==> config.mk <==
export PLATFORM = sky130hd
export DESIGN_NAME = aes_cipher_sched
export DESIGN_NICKNAME = d
export VERILOG_FILES = /design/src/rtl/aes_ctrl_pkg.sv /design/src/rtl/aes_rr_arb.sv /design/src/rtl/aes_cipher_sched.sv
export SDC_FILE = /design/constraint.sdc
export NUM_CORES = 1
export LEC_CHECK = 0
export BUFFER_PORTS_ARGS = -buffer_cell sky130_fd_sc_hd__buf_2
export CORE_AREA = 2 2 598 600
export CTS_CLUSTER_DIAMETER = 100
export DETAILED_ROUTE_END_ITERATION = 10
export DIE_AREA = 0 0 600 602
export PLACE_DENSITY_LB_ADDON = 0.12
export REMOVE_ABC_BUFFERS = 1
export SLEW_MARGIN = 20
export SYNTH_ARGS = -nofsm -noshare
export SYNTH_HDL_FRONTEND = slang
export SYNTH_SLANG_ARGS = --single-unit
==> constraint.sdc <==
create_clock -name clk -period 3.3 [get_ports clk]
set_input_delay 0.33 -clock clk [delete_from_list [all_inputs] [get_ports clk]]
set_output_delay 0.33 -clock clk [all_outputs]
set_load 0.01 [all_outputs]
==> src/rtl/aes_ctrl_pkg.sv <==
// Shared types and constants for the AES cipher scheduler and its arbiter.
package aes_ctrl_pkg;

    typedef enum logic [1:0] {
        IDLE = 2'd0,
        LOAD = 2'd1,
        WAIT = 2'd2,
        RESP = 2'd3
    } state_e;

    localparam int AES_BLK_W    = 128;
    localparam int AES_CORE_LAT = 12;

    // Timer must be able to hold TIMEOUT_CYC-1 without wrapping.
    function automatic int timer_width(input int timeout_cyc);
        return $clog2(timeout_cyc + 1);
    endfunction

endpackage

==> src/rtl/aes_rr_arb.sv <==
// Combinational round-robin arbiter: one-hot grant to the first requester found
// when searching from ptr upward, wrapping modulo N.
module aes_rr_arb #(
    parameter int N     = 4,
    parameter int PTR_W = 2
) (
    input  logic [N-1:0]     req,
    input  logic [PTR_W-1:0] ptr,
    output logic [N-1:0]     gnt,
    output logic [PTR_W-1:0] gnt_idx
);

    int   idx;
    logic found;

    always_comb begin
        gnt     = '0;
        gnt_idx = '0;
        found   = 1'b0;
        idx     = 0;
        for (int i = 0; i < N; i++) begin
            idx = int'(ptr) + i;
            if (idx >= N) begin
                idx = idx - N;
            end
            if (!found && req[idx]) begin
                gnt[idx] = 1'b1;
                gnt_idx  = PTR_W'(idx);
                found    = 1'b1;
            end
        end
    end

endmodule

==> src/rtl/aes_cipher_sched.sv <==
// Shares one AES-128 encrypt core between NUM_REQ requesters: round-robin grant,
// one block in flight, registered response with watchdog timeout.
module aes_cipher_sched
    import aes_ctrl_pkg::*;
#(
    parameter int NUM_REQ     = 4,
    parameter int ID_W        = 2,
    parameter int TIMEOUT_CYC = 32
) (
    input  logic                         clk,
    input  logic                         rst,
    input  logic [NUM_REQ-1:0]           req_valid,
    output logic [NUM_REQ-1:0]           req_ready,
    input  logic [NUM_REQ*AES_BLK_W-1:0] req_key,
    input  logic [NUM_REQ*AES_BLK_W-1:0] req_text,
    output logic                         rsp_valid,
    input  logic                         rsp_ready,
    output logic [ID_W-1:0]              rsp_id,
    output logic [AES_BLK_W-1:0]         rsp_data,
    output logic                         rsp_err,
    output logic                         busy,
    output logic                         core_ld,
    output logic [AES_BLK_W-1:0]         core_key,
    output logic [AES_BLK_W-1:0]         core_text_in,
    input  logic                         core_done,
    input  logic [AES_BLK_W-1:0]         core_text_out
);

    localparam int PTR_W = $clog2(NUM_REQ);
    localparam int TMR_W = timer_width(TIMEOUT_CYC);

    state_e                 state_q,  state_d;
    logic [PTR_W-1:0]       rr_ptr_q, rr_ptr_d;
    logic [TMR_W-1:0]       timer_q,  timer_d;
    logic [ID_W-1:0]        id_q,     id_d;
    logic [AES_BLK_W-1:0]   data_q,   data_d;
    logic                   err_q,    err_d;
    logic                   valid_q,  valid_d;
    logic                   ld_q,     ld_d;
    logic                   busy_q,   busy_d;
    logic [AES_BLK_W-1:0]   key_q,    key_d;
    logic [AES_BLK_W-1:0]   text_q,   text_d;

    logic [NUM_REQ-1:0]     gnt;
    logic [PTR_W-1:0]       gnt_idx;
    logic [PTR_W-1:0]       rr_next;

    aes_rr_arb #(
        .N     (NUM_REQ),
        .PTR_W (PTR_W)
    ) u_arb (
        .req     (req_valid),
        .ptr     (rr_ptr_q),
        .gnt     (gnt),
        .gnt_idx (gnt_idx)
    );

    // Grants are only offered while idle; reset masks them so nothing is accepted.
    assign req_ready = (state_q == IDLE && !rst) ? gnt : '0;
    assign rr_next   = (id_q == ID_W'(NUM_REQ - 1)) ? '0 : PTR_W'(id_q + 1'b1);

    always_comb begin
        state_d  = state_q;
        rr_ptr_d = rr_ptr_q;
        timer_d  = timer_q;
        id_d     = id_q;
        data_d   = data_q;
        err_d    = err_q;
        valid_d  = valid_q;
        ld_d     = 1'b0;
        busy_d   = busy_q;
        key_d    = key_q;
        text_d   = text_q;
        case (state_q)
            IDLE: begin
                if (|gnt) begin
                    key_d   = req_key[int'(gnt_idx)*AES_BLK_W +: AES_BLK_W];
                    text_d  = req_text[int'(gnt_idx)*AES_BLK_W +: AES_BLK_W];
                    id_d    = ID_W'(gnt_idx);
                    ld_d    = 1'b1;
                    busy_d  = 1'b1;
                    state_d = LOAD;
                end
            end
            LOAD: begin
                timer_d = '0;
                state_d = WAIT;
            end
            WAIT: begin
                timer_d = timer_q + 1'b1;
                // A done arriving on the final timer cycle still counts as success.
                if (core_done) begin
                    data_d  = core_text_out;
                    err_d   = 1'b0;
                    valid_d = 1'b1;
                    state_d = RESP;
                end else if (timer_q == TMR_W'(TIMEOUT_CYC - 1)) begin
                    data_d  = '0;
                    err_d   = 1'b1;
                    valid_d = 1'b1;
                    state_d = RESP;
                end
            end
            RESP: begin
                if (rsp_ready) begin
                    rr_ptr_d = rr_next;
                    valid_d  = 1'b0;
                    busy_d   = 1'b0;
                    state_d  = IDLE;
                end
            end
            default: state_d = IDLE;
        endcase
    end

    always_ff @(posedge clk) begin
        if (rst) begin
            state_q  <= IDLE;
            rr_ptr_q <= '0;
            timer_q  <= '0;
            id_q     <= '0;
            data_q   <= '0;
            err_q    <= 1'b0;
            valid_q  <= 1'b0;
            ld_q     <= 1'b0;
            busy_q   <= 1'b0;
            key_q    <= '0;
            text_q   <= '0;
        end else begin
            state_q  <= state_d;
            rr_ptr_q <= rr_ptr_d;
            timer_q  <= timer_d;
            id_q     <= id_d;
            data_q   <= data_d;
            err_q    <= err_d;
            valid_q  <= valid_d;
            ld_q     <= ld_d;
            busy_q   <= busy_d;
            key_q    <= key_d;
            text_q   <= text_d;
        end
    end

    assign rsp_valid    = valid_q;
    assign rsp_id       = id_q;
    assign rsp_data     = data_q;
    assign rsp_err      = err_q;
    assign busy         = busy_q;
    assign core_ld      = ld_q;
    assign core_key     = key_q;
    assign core_text_in = text_q;

endmodule
==> After elaboration in Yosys (flattened, before gate mapping) <==
Cells that the tools add are included.
Widths: inputs -> output; s select.
{ "totals": {"reg_bits": 400, "out_inout_bits": 394} }
{ "classes": {"add_sub_neg": 9, "magnitude_cmp": 12, "eq_ne": 8, "n_shift": 2, "muxes": 53, "bitwise_logic": 4, "n_reduce_logical": 25} }
{ "ops": {"columns": ["cell", "n"], "rows": [
  ["$shiftx 512x10->128", 2],
  ["$mux 128", 2],
  ["$ge 32x1->1 const B", 4],
  ["$lt 32x4->1 const B", 4],
  ["$mux 32", 4],
  ["$ge 32x4->1 const B", 3],
  ["$sub 32x4->32 const B", 3],
  ["$mux 1", 21],
  ["$mux 4", 5],
  ["$mux 2", 9],
  ["$or 4x4->4", 3],
  ["$pmux 6 s2", 1],
  ["$reduce_and 3->1", 3],
  ["$bmux 1 s2", 4],
  ["$demux 1 s2", 4],
  ["$logic_and 1x1->1", 8],
  ["$pmux 2 s4", 1],
  ["$reduce_bool 2->1", 4],
  ["$add 2x2->3 const B", 2],
  ["$add 6x1->6 const B", 1],
  ["$eq 2x2->1 const B", 3],
  ["$eq 6x5->1 const B", 1],
  ["$reduce_and 2->1", 3],
  ["$logic_not 1->1", 4],
  ["13 further kinds", 14]
]} }

==> Longest topological paths before layout <==
Gate-level depths: netlist of run 1.
{ "logic_depth": {"word_depth": 18, "mapped_depth": 14} }

==> Hierarchy <==
Synthesis of run 1 repeated with hierarchy kept, for this count alone.
{ "hier_totals": {"hier_cells": 1849, "hier_area_um2": 19745.2} }
{ "by_module_without_submodules": {"columns": ["mod", "n_inst", "cells_per_inst", "area_per_inst_um2", "seq_area_each_um2"], "rows": [
  ["aes_cipher_sched", 1, 1800, 19288.5, 8007.7],
  ["aes_rr_arb", 1, 49, 456.7, 0.0]
]} }

==> Worst setup path before layout of run 1 <==
Ideal clock, no wire load.
{ "synth_timing": {"path_type": "register to register", "startpoint": "reg rr_ptr_q[1]", "endpoint": "reg text_q[35] (netlist: core_text_in[35])", "arrival_time_ps": 3042, "slack_ps": 171, "path_stages_with_launch": 13, "n_path_buf": 4, "synth_period_minus_slack_ps": 3129, "path_cell_list": "dfxtp_1 clkbuf_1 inv_1 ha_1 buf_4 nor3b_1 a21oi_1 o21ai_0 a211oi_1 clkbuf_1 buf_1 mux2_2 o31ai_1"} }
{ "synth_between": {"elab_chain_cells": 17} }
{ "synth_rtl": {"columns": ["item", "line_no", "source"], "rows": [
  ["start: declaration", "aes_cipher_sched.sv:33", "logic [PTR_W-1:0] rr_ptr_q, rr_ptr_d;"],
  ["start signal: assignment", "aes_cipher_sched.sv:131", "rr_ptr_q <= rr_ptr_d;"],
  ["parallel branches: the longest is 17 deep, another holds $sub 32x4->32", null, null],
  ["end signal: assignment", "aes_cipher_sched.sv:140", "text_q <= text_d;"],
  ["end: declaration", "aes_cipher_sched.sv:42", "logic [AES_BLK_W-1:0] text_q, text_d;"]
]} }
Parallel ways; which one is timed is not known. The select of a mux whose other input is x is not followed.
A chain may end at the register's enable or synchronous reset.

==> Worst setup path after layout of run 1 <==
{ "layout_timing": {"startpoint": "reg rr_ptr_q[0]", "endpoint": "reg key_q[90] (netlist: core_key[90])"} }
{ "layout_between": {"elab_chain_cells": 17} }
{ "layout_rtl": {"columns": ["item", "line_no", "source"], "rows": [
  ["parallel branches: the longest is 17 deep, another holds $sub 32x4->32", null, null],
  ["end signal: assignment", "aes_cipher_sched.sv:139", "key_q <= key_d;"],
  ["end: declaration", "aes_cipher_sched.sv:41", "logic [AES_BLK_W-1:0] key_q, key_d;"]
]} }
Parallel ways; which one is timed is not known. The select of a mux whose other input is x is not followed.

==> results list, run 1 <==
- The run finished, with violations left.
* Violated checks: setup timing
- The design draws 27220 µW.
* Number of placed cells counting well taps: 8495
* Count of maximum capacitance violations: 0
* ANT nets after route: 0
- Initial Utilization: 6.596%
- The analysis attributes to cell leakage a power of 0.01789 µW.
* GP Congestion: 0.8684
- Before antenna repair, the detailed router went through 5 iterations.
- Gr ovfl total: 0
- Clk Latency, worst-skew pair: 0.76 ns
- The total count of hold-check failures in the final report came to 0.
* Number of slew-limit violations in the final report: 0
- Maximum number of pins on one net before global-route repair: 137
- Of all nets on the critical path, the largest fanout is 7.
* Number of distinct library cells after synthesis: 44
* Top library cells by usage in the layout, fill and taps aside: buf_2, mux2i_1, dfxtp_1, dlygate4sd3_1, nand3b_1
- After the first detailed-routing iteration, the DRC count stood at 1230.
* Core region area: 354800 µm²
- CTS Buf Count: 71
- Traced cell by cell, the critical path runs through inv_2 -> ha_4 -> buf_6 -> buf_6 -> mux2_4 -> o22ai_2 -> a32oi_2 -> buf_4 -> o2111ai_4 -> buf_6 -> o41ai_4 -> clkbuf_16 -> buf_16 -> buf_12 -> clkbuf_16 -> nand3b_1 -> o31ai_1.
* Post-Layout Inst Area: 44780 µm²
- TritonCTS built the clock tree.
- # DRC: 0
- After detailed routing, the number of vias per cell comes to 2.978.
- Most common cell after layout, fill and taps aside: buf_2
- After clock tree synthesis, the clock-pin slew on the worst setup and hold paths is 0.06 ns.
* Master of the slowest instance on the critical path: o41ai_4
* Number of synthesized flops with an enable pin: 0
- Compared with the post-synthesis result, the final layout area differs by 91.32%.
- The clock net in this run drives a total of 400 sinks.
- Worst-case setup slack after placement: -0.03797 ns
- Global routing used 10.91% of the available tracks across all layers.
* Total of flip-flops plus latches after synthesis: 400
- Critical path start-end classification: reg -> reg
- Via count: 27010
* Post-synthesis average cell area: 10.05 µm²
- Critical path launch point: rr_ptr_q[0]$_SDFFE_PP0P_
- Number of cell rows: 219
- Data arrival at the endpoint of the critical path: 4.03 ns
* Global-route wire length before repair: 264000 µm
* Cell count after synthesis: 2330
- Buffer depth of the longest clock path: 4
- The final critical path takes up 103.2% of the cycle.
- Delay of the slowest cell on the worst path: 0.39 ns
- Cell seen most often among critical-path stages: buf_6
- Top-level port count: 1554
* Area of placed instances: 37270 µm²
- Slew at the pin closest to its max-slew limit: 0.7389 ns
- Counting the fill cells in the layout gives 40790.
- Total die area: 361200 µm²
- The die is 602 µm tall.
* Number of global-route vias before repair: 27660
- Power per cell area: 607.8 nW/µm²
- Largest voltage drop on the vdd net: 377.4 µV
- Across all hold checks on the routed design, the worst slack comes to 0.08155 ns.
* Count of buffers from port buffering: 1553
* Post-synthesis sequential area ratio: 34.21%
- Layout net count: 5394
- Headroom to the max-slew limit came out at 50.33%.
- Antenna violations before repair: 128
- Worst setup EP type: flop
- Data required time at the worst endpoint: 3.93 ns
- In this run the worst hold path is classified as in -> reg.
- Non-filler instance count after layout: 9070
- Setup repair after global routing could not meet its margin everywhere.
- Wire length reported by the detailed router: 211100 µm
* Average wire per cell in the routed design: 23.27 µm
- Count of final setup violators: 147
* Period minus WS final: 3.405 ns
* Width of the die: 600 µm
- Post-synthesis cell area: 23410 µm²
- Most frequently used flop master after synthesis: dfxtp_1
- Cells with a size suffix above 1 make up 49.84% of the layout.
* CP startpoint kind: flop
* Root buffer cell: clkbuf_16
- Reg-to-reg critical path startpoint: rr_ptr_q[0]$_SDFFE_PP0P_
- FFs w/ async S/R, synth: 0%
- The cell family contributing the most delay on the critical path is buffers and inverters.
- Htree depth: 3
- Across all setup checks in the final design, the least slack found is -0.1046 ns.
* Achievable frequency: 293.7 MHz
- The startpoint identified for the worst hold timing path is req_key[196].
- Buffers & Inverters on Critical Path: 9
* Number of synthesis warnings: 0
* Half-perimeter wire length after detailed placement: 175600 µm
- The clock arrives with 0.06959 ns of skew.
[synth_stat cells (2+ instances only)]
master | number | share of area (%)
a2111oi_2 | 2 | 0.13
and2_1 | 2 | 0.053
nand2_1 | 23 | 0.37
or3_1 | 2 | 0.053
nor2b_1 | 5 | 0.13
nor3_1 | 3 | 0.064
buf_2 | 106 | 2.3
nor2_1 | 142 | 2.3
mux2_2 | 258 | 12
a21oi_1 | 7 | 0.15
dfxtp_1 | 400 | 34
xor2_1 | 3 | 0.11
o31ai_1 | 256 | 8.2
o21ai_0 | 11 | 0.24
nand3b_1 | 259 | 8.3
nand2b_1 | 4 | 0.11
inv_1 | 10 | 0.16
nand4_1 | 3 | 0.080
mux2i_1 | 519 | 22
or3b_1 | 2 | 0.075
o22ai_1 | 5 | 0.13
a22oi_1 | 128 | 4.1
buf_4 | 13 | 0.42
o2111ai_1 | 4 | 0.15
mux4_2 | 2 | 0.19
ha_1 | 13 | 0.69
clkbuf_1 | 131 | 2.1
[flip-flops by register name, indices dropped and copies added, names as in the netlist]
register      count
core_key        128
core_text_in    128
rsp_data        128
timer_q           6
rr_ptr_q          2
rsp_id            2
state_q           2
busy              1
core_ld           1
rsp_err           1
rsp_valid         1
[where the power goes]
part	switching, µW	internal (µW)
logic	7070	5740
registers	742	6080
clock network	2960	4630
[through the flow]
stage	TNS (ns)	util, %
finish	-5.723	12.62
global placement	-4.132	10.50
detailed placement	-0.6914	10.50
CTS	-2.530	12.28
floorplan	-	-
global route	-39.37	12.61
[cells by family (layout without fill, tap and decap cells)]
kind of cell,count (synthesis),in the layout,share of synthesized area [%]
xor+xnor,4,4,0.1497
compound gates,422,422,13.44
flops,400,400,34.21
fa+ha+maj,13,13,0.6949
buf+inv,261,2199,4.961
mux,780,780,34.85
other cells,0,51,0
simple gates,450,450,11.69
[what timing repair did]
action,in CTS,in global routing
endpoints found under the hold margin,229,0
hold buffers,353,0
pin swaps,14,23
resized for setup,48,90
cloned,6,22
endpoints found under the setup margin,170,265
setup buffers,15,9
[metal layers]
layer  vias up  part of all wire, %  track usage (%)
met3       308                  6.5            3.079
met4        56                  2.6            2.829
met1     12990                   37            11.55
li1      12670                    -                -
met2       979                   53            20.80
met5         -                 0.17                0
[worst register-to-register path: stages, from the launching register on]
cell,delay (ns)
dfxtp_2,0.33
inv_2,0.05
ha_4,0.25
buf_6,0.13
buf_6,0.11
mux2_4,0.20
o22ai_2,0.07
a32oi_2,0.29
buf_4,0.19
o2111ai_4,0.11
buf_6,0.15
o41ai_4,0.39
clkbuf_16,0.27
buf_16,0.17
buf_12,0.23
clkbuf_16,0.20
nand3b_1,0.08
o31ai_1,0.07
[path summary, 6_finish.rpt]
| path | to | slack [ns] | depth (start not counted) |
|---|---|---|---|
| hold / removal | core_key[68]$_SDFFE_PP0P_ | 0.08 | 4 |
| hold reg to reg | core_key[114]$_SDFFE_PP0P_ | 0.48 | 2 |
| setup / recovery | core_key[90]$_SDFFE_PP0P_ | -0.10 | 17 |
| setup reg to reg | core_key[90]$_SDFFE_PP0P_ | -0.10 | 17 |
[area by class of cell]
type | instances | area [µm²] | area share (%)
timing repair buffer | 2069 | 13820 | 30.87
clock inverter | 18 | 219.0 | 0.4889
multi-input combinational | 1669 | 14560 | 32.52
sequential | 400 | 8010 | 17.89
tap | 4751 | 5944 | 13.27
clock buffer | 102 | 2056 | 4.591
antenna | 51 | 127.6 | 0.2850
inverter | 10 | 37.54 | 0.08382
(Power assumes the default switching activity.)
==> run 2: changes to the inputs <==
Settings changed: CELL_PAD_IN_SITES_DETAIL_PLACEMENT from default to 0, CELL_PAD_IN_SITES_GLOBAL_PLACEMENT from default to 1, CORE_AREA 2 2 598 600 to 2 2 602 604, DIE_AREA 0 0 600 602 to 0 0 604 606.
==> results list, run 2 (same netlist as run 1, synthesis figures left out) <==
* Htree depth: 3 (unchanged)
- Initial Utilization: 6.496% (-0.10 points)
* Gr ovfl total: 0 (unchanged)
- Count of maximum capacitance violations: 0 (unchanged)
- The met3 layer wire length in the routed design is 12370 µm (-10%).
* Leak Pwr: 0.01769 µW (-1.1%)
* Antenna violations before repair: 126 (-1.6%)
- The highest metal layer carrying signal wires in the routed design is met5.
* Number of global-route vias before repair: 26820 (-3.0%)
- Met1 Wirelength: 77190 µm (-2.2%)
- The routed via count came to 26280 (-2.7%).
- Total GRT Usage: 10.26% (-0.65 points)
- The post-layout minimum cycle time came to 3.310 ns (-0.09463 ns).
- The run finished, with violations left.
* GP Congestion: 0.7853 (-9.6%)
- Max Clock Skew: 0.07343 ns (+0.003837 ns)
* Minimum hold slack: 0.08550 ns (+0.003945 ns)
* Half-perimeter wire length after detailed placement: 169400 µm (-3.5%)
* Y dimension of the die: 606 µm (+0.66%)
- The max-slew violation count came to 0 (unchanged).
* Average wire per cell in the routed design: 22.57 µm (-3.0%)
- The via density per instance came to 2.909 (-2.3%).
- The setup path with the least slack is of type reg -> out.
- The tree is rooted in a clkbuf_16.
- The number of remaining DRC errors came to 0 (unchanged).
- Data arrival at the endpoint of the critical path: 2.98 ns (-1.05 ns)
- Post-layout worst setup margin: -0.009943 ns (+0.09463 ns)
- Largest fanout on the critical path: 7 (unchanged)
* Global-route wire length before repair: 253900 µm (-3.8%)
- CTS tree: done
- Largest voltage drop on the vdd net: 307.5 µV (-19%)
* Power per cell area: 608.6 nW/µm² (+0.12%)
* Count of buffers from port buffering: 1553 (unchanged)
- Fraction of layout instances using a drive strength above 1: 51.62% (+1.8 points)
* Layout net count: 5352 (-0.78%)
- Top-level port count: 1554 (unchanged)
- The die outline width was 604 µm (+0.67%).
- Clk Latency, worst-skew pair: 0.76 ns (about the same)
* Worst-case setup slack after placement: -0.06369 ns (-0.02572 ns)
- Clock-pin slew reported for the worst setup and hold paths after clock tree synthesis: 0.05 ns (about the same)
- The number of iterations in the first detailed-routing pass came to 5 (unchanged).
* Worst-case headroom to the max-slew limit: 51.42% (+1.1 points)
- RSZ-0062 raised after global routing: yes
- Hold violation total from the final report: 0 (unchanged)
- Number of cell rows: 221 (+0.91%)
- The setup violation total in the final timing report was 1 (-99%).
- The actual slew at the worst max-slew pin is 0.7288 ns (-0.01015 ns).
- Violated checks: setup timing
* CTS Buf Count: 70 (-1.4%)
- Design Power: 26860 µW (-1.3%)
* ANT nets after route: 0 (unchanged)
- Leaving out fill and tap cells, the most frequent cell in the layout is buf_2.
- TNS Setup: -0.009943 ns (+5.713 ns)
* Worst setup EP type: primary output
* Top library cells by usage in the layout, fill and taps aside: buf_2, mux2i_1, dfxtp_1, dlygate4sd3_1, nand3b_1
* Maximum number of pins on one net before global-route repair: 145 (+5.8%)
* Signed area change from the synthesized netlist to the final layout: 88.58%
- Total die area: 366000 µm² (+1.3%)
* Achievable frequency: 302.1 MHz (+2.9%)
- Core region area: 360300 µm² (+1.5%)
- The share of the cycle needed by the critical path after routing came to 100.3% (-2.9 points).
- STA classifies the critical path startpoint as a flop.
- Buffer depth of the longest clock path: 4 (unchanged)
* Wire length reported by the detailed router: 203900 µm (-3.4%)
- 1st-iter DRT viols: 1056 (-14%)
- Data required time at the worst endpoint: 2.97 ns (-0.96 ns)
- Worst hold-check path type: in -> reg
- The clock net sink count came to 400 (unchanged).
- The detailed route wirelength on metal2 came to 109700 µm (-2.6%).
run 2: critical path, stage by stage (launching register included):
cell and delay [ns]:
dfxtp_2 0.33, inv_2 0.05, ha_4 0.27, or3b_1 0.42
a2111oi_4 0.30, buf_4 0.20, o21ai_1 0.10, o2111ai_4 0.13
buf_4 0.16, nor2b_4 0.13, buf_6 0.12
run 2: path summary, 6_finish.rpt:
path | start | end | cells after the start | slack [ns]
min reg2reg | core_key[2]$_SDFFE_PP0P_ | core_key[2]$_SDFFE_PP0P_ | 2 | 0.48
min | req_text[467] | core_text_in[83]$_SDFFE_PP0P_ | 4 | 0.09
max | rr_ptr_q[1]$_SDFFE_PP0P_ | req_ready[1] | 10 | -0.01
max reg2reg | rr_ptr_q[0]$_SDFFE_PP0P_ | core_text_in[82]$_SDFFE_PP0P_ | 16 | 0.02
run 2: per-layer routing:
metal	up-vias	track usage (%)
met5	-	0
met4	60	2.078
met3	306	2.878
met2	914	19.73
met1	12450	11.02
li1	12550	-
run 2: repair_timing:
action,4_1_cts,5_1_grt
hold endpoints to repair,198,0
gates cloned,0,28
buffers inserted,7,16
pin swaps,14,7
hold buffers,269,0
endpoints found under the setup margin,191,216
gates resized for setup,34,99
run 2: layout make-up:
class	count	area, µm²
diodes	21	52.55
clock buffers	97	2034
clock inverters	17	171.4
fillers	41450	316200
inverters	10	37.54
multi-input cells	1669	14610
flip-flops and latches	400	8010
well taps	4794	5998
repair buffers	2028	13230
run 2: power by group:
part,switching [µW],total [µW],internal [µW]
sequential,710,6790,6080
combinational,7040,12700,5700
clock,2900,7330,4430
run 2: per-stage QoR:
| stage | cells | area, µm² | util, % |
|---|---|---|---|
| after floorplan | 2079 | 22280 | - |
| after global placement | 8581 | 37740 | 10.48 |
| after detailed placement | 8581 | 37740 | 10.48 |
| after CTS | 8971 | 42840 | 11.89 |
| after global routing | 9022 | 44100 | 12.24 |
| final | 9036 | 44140 | 12.25 |
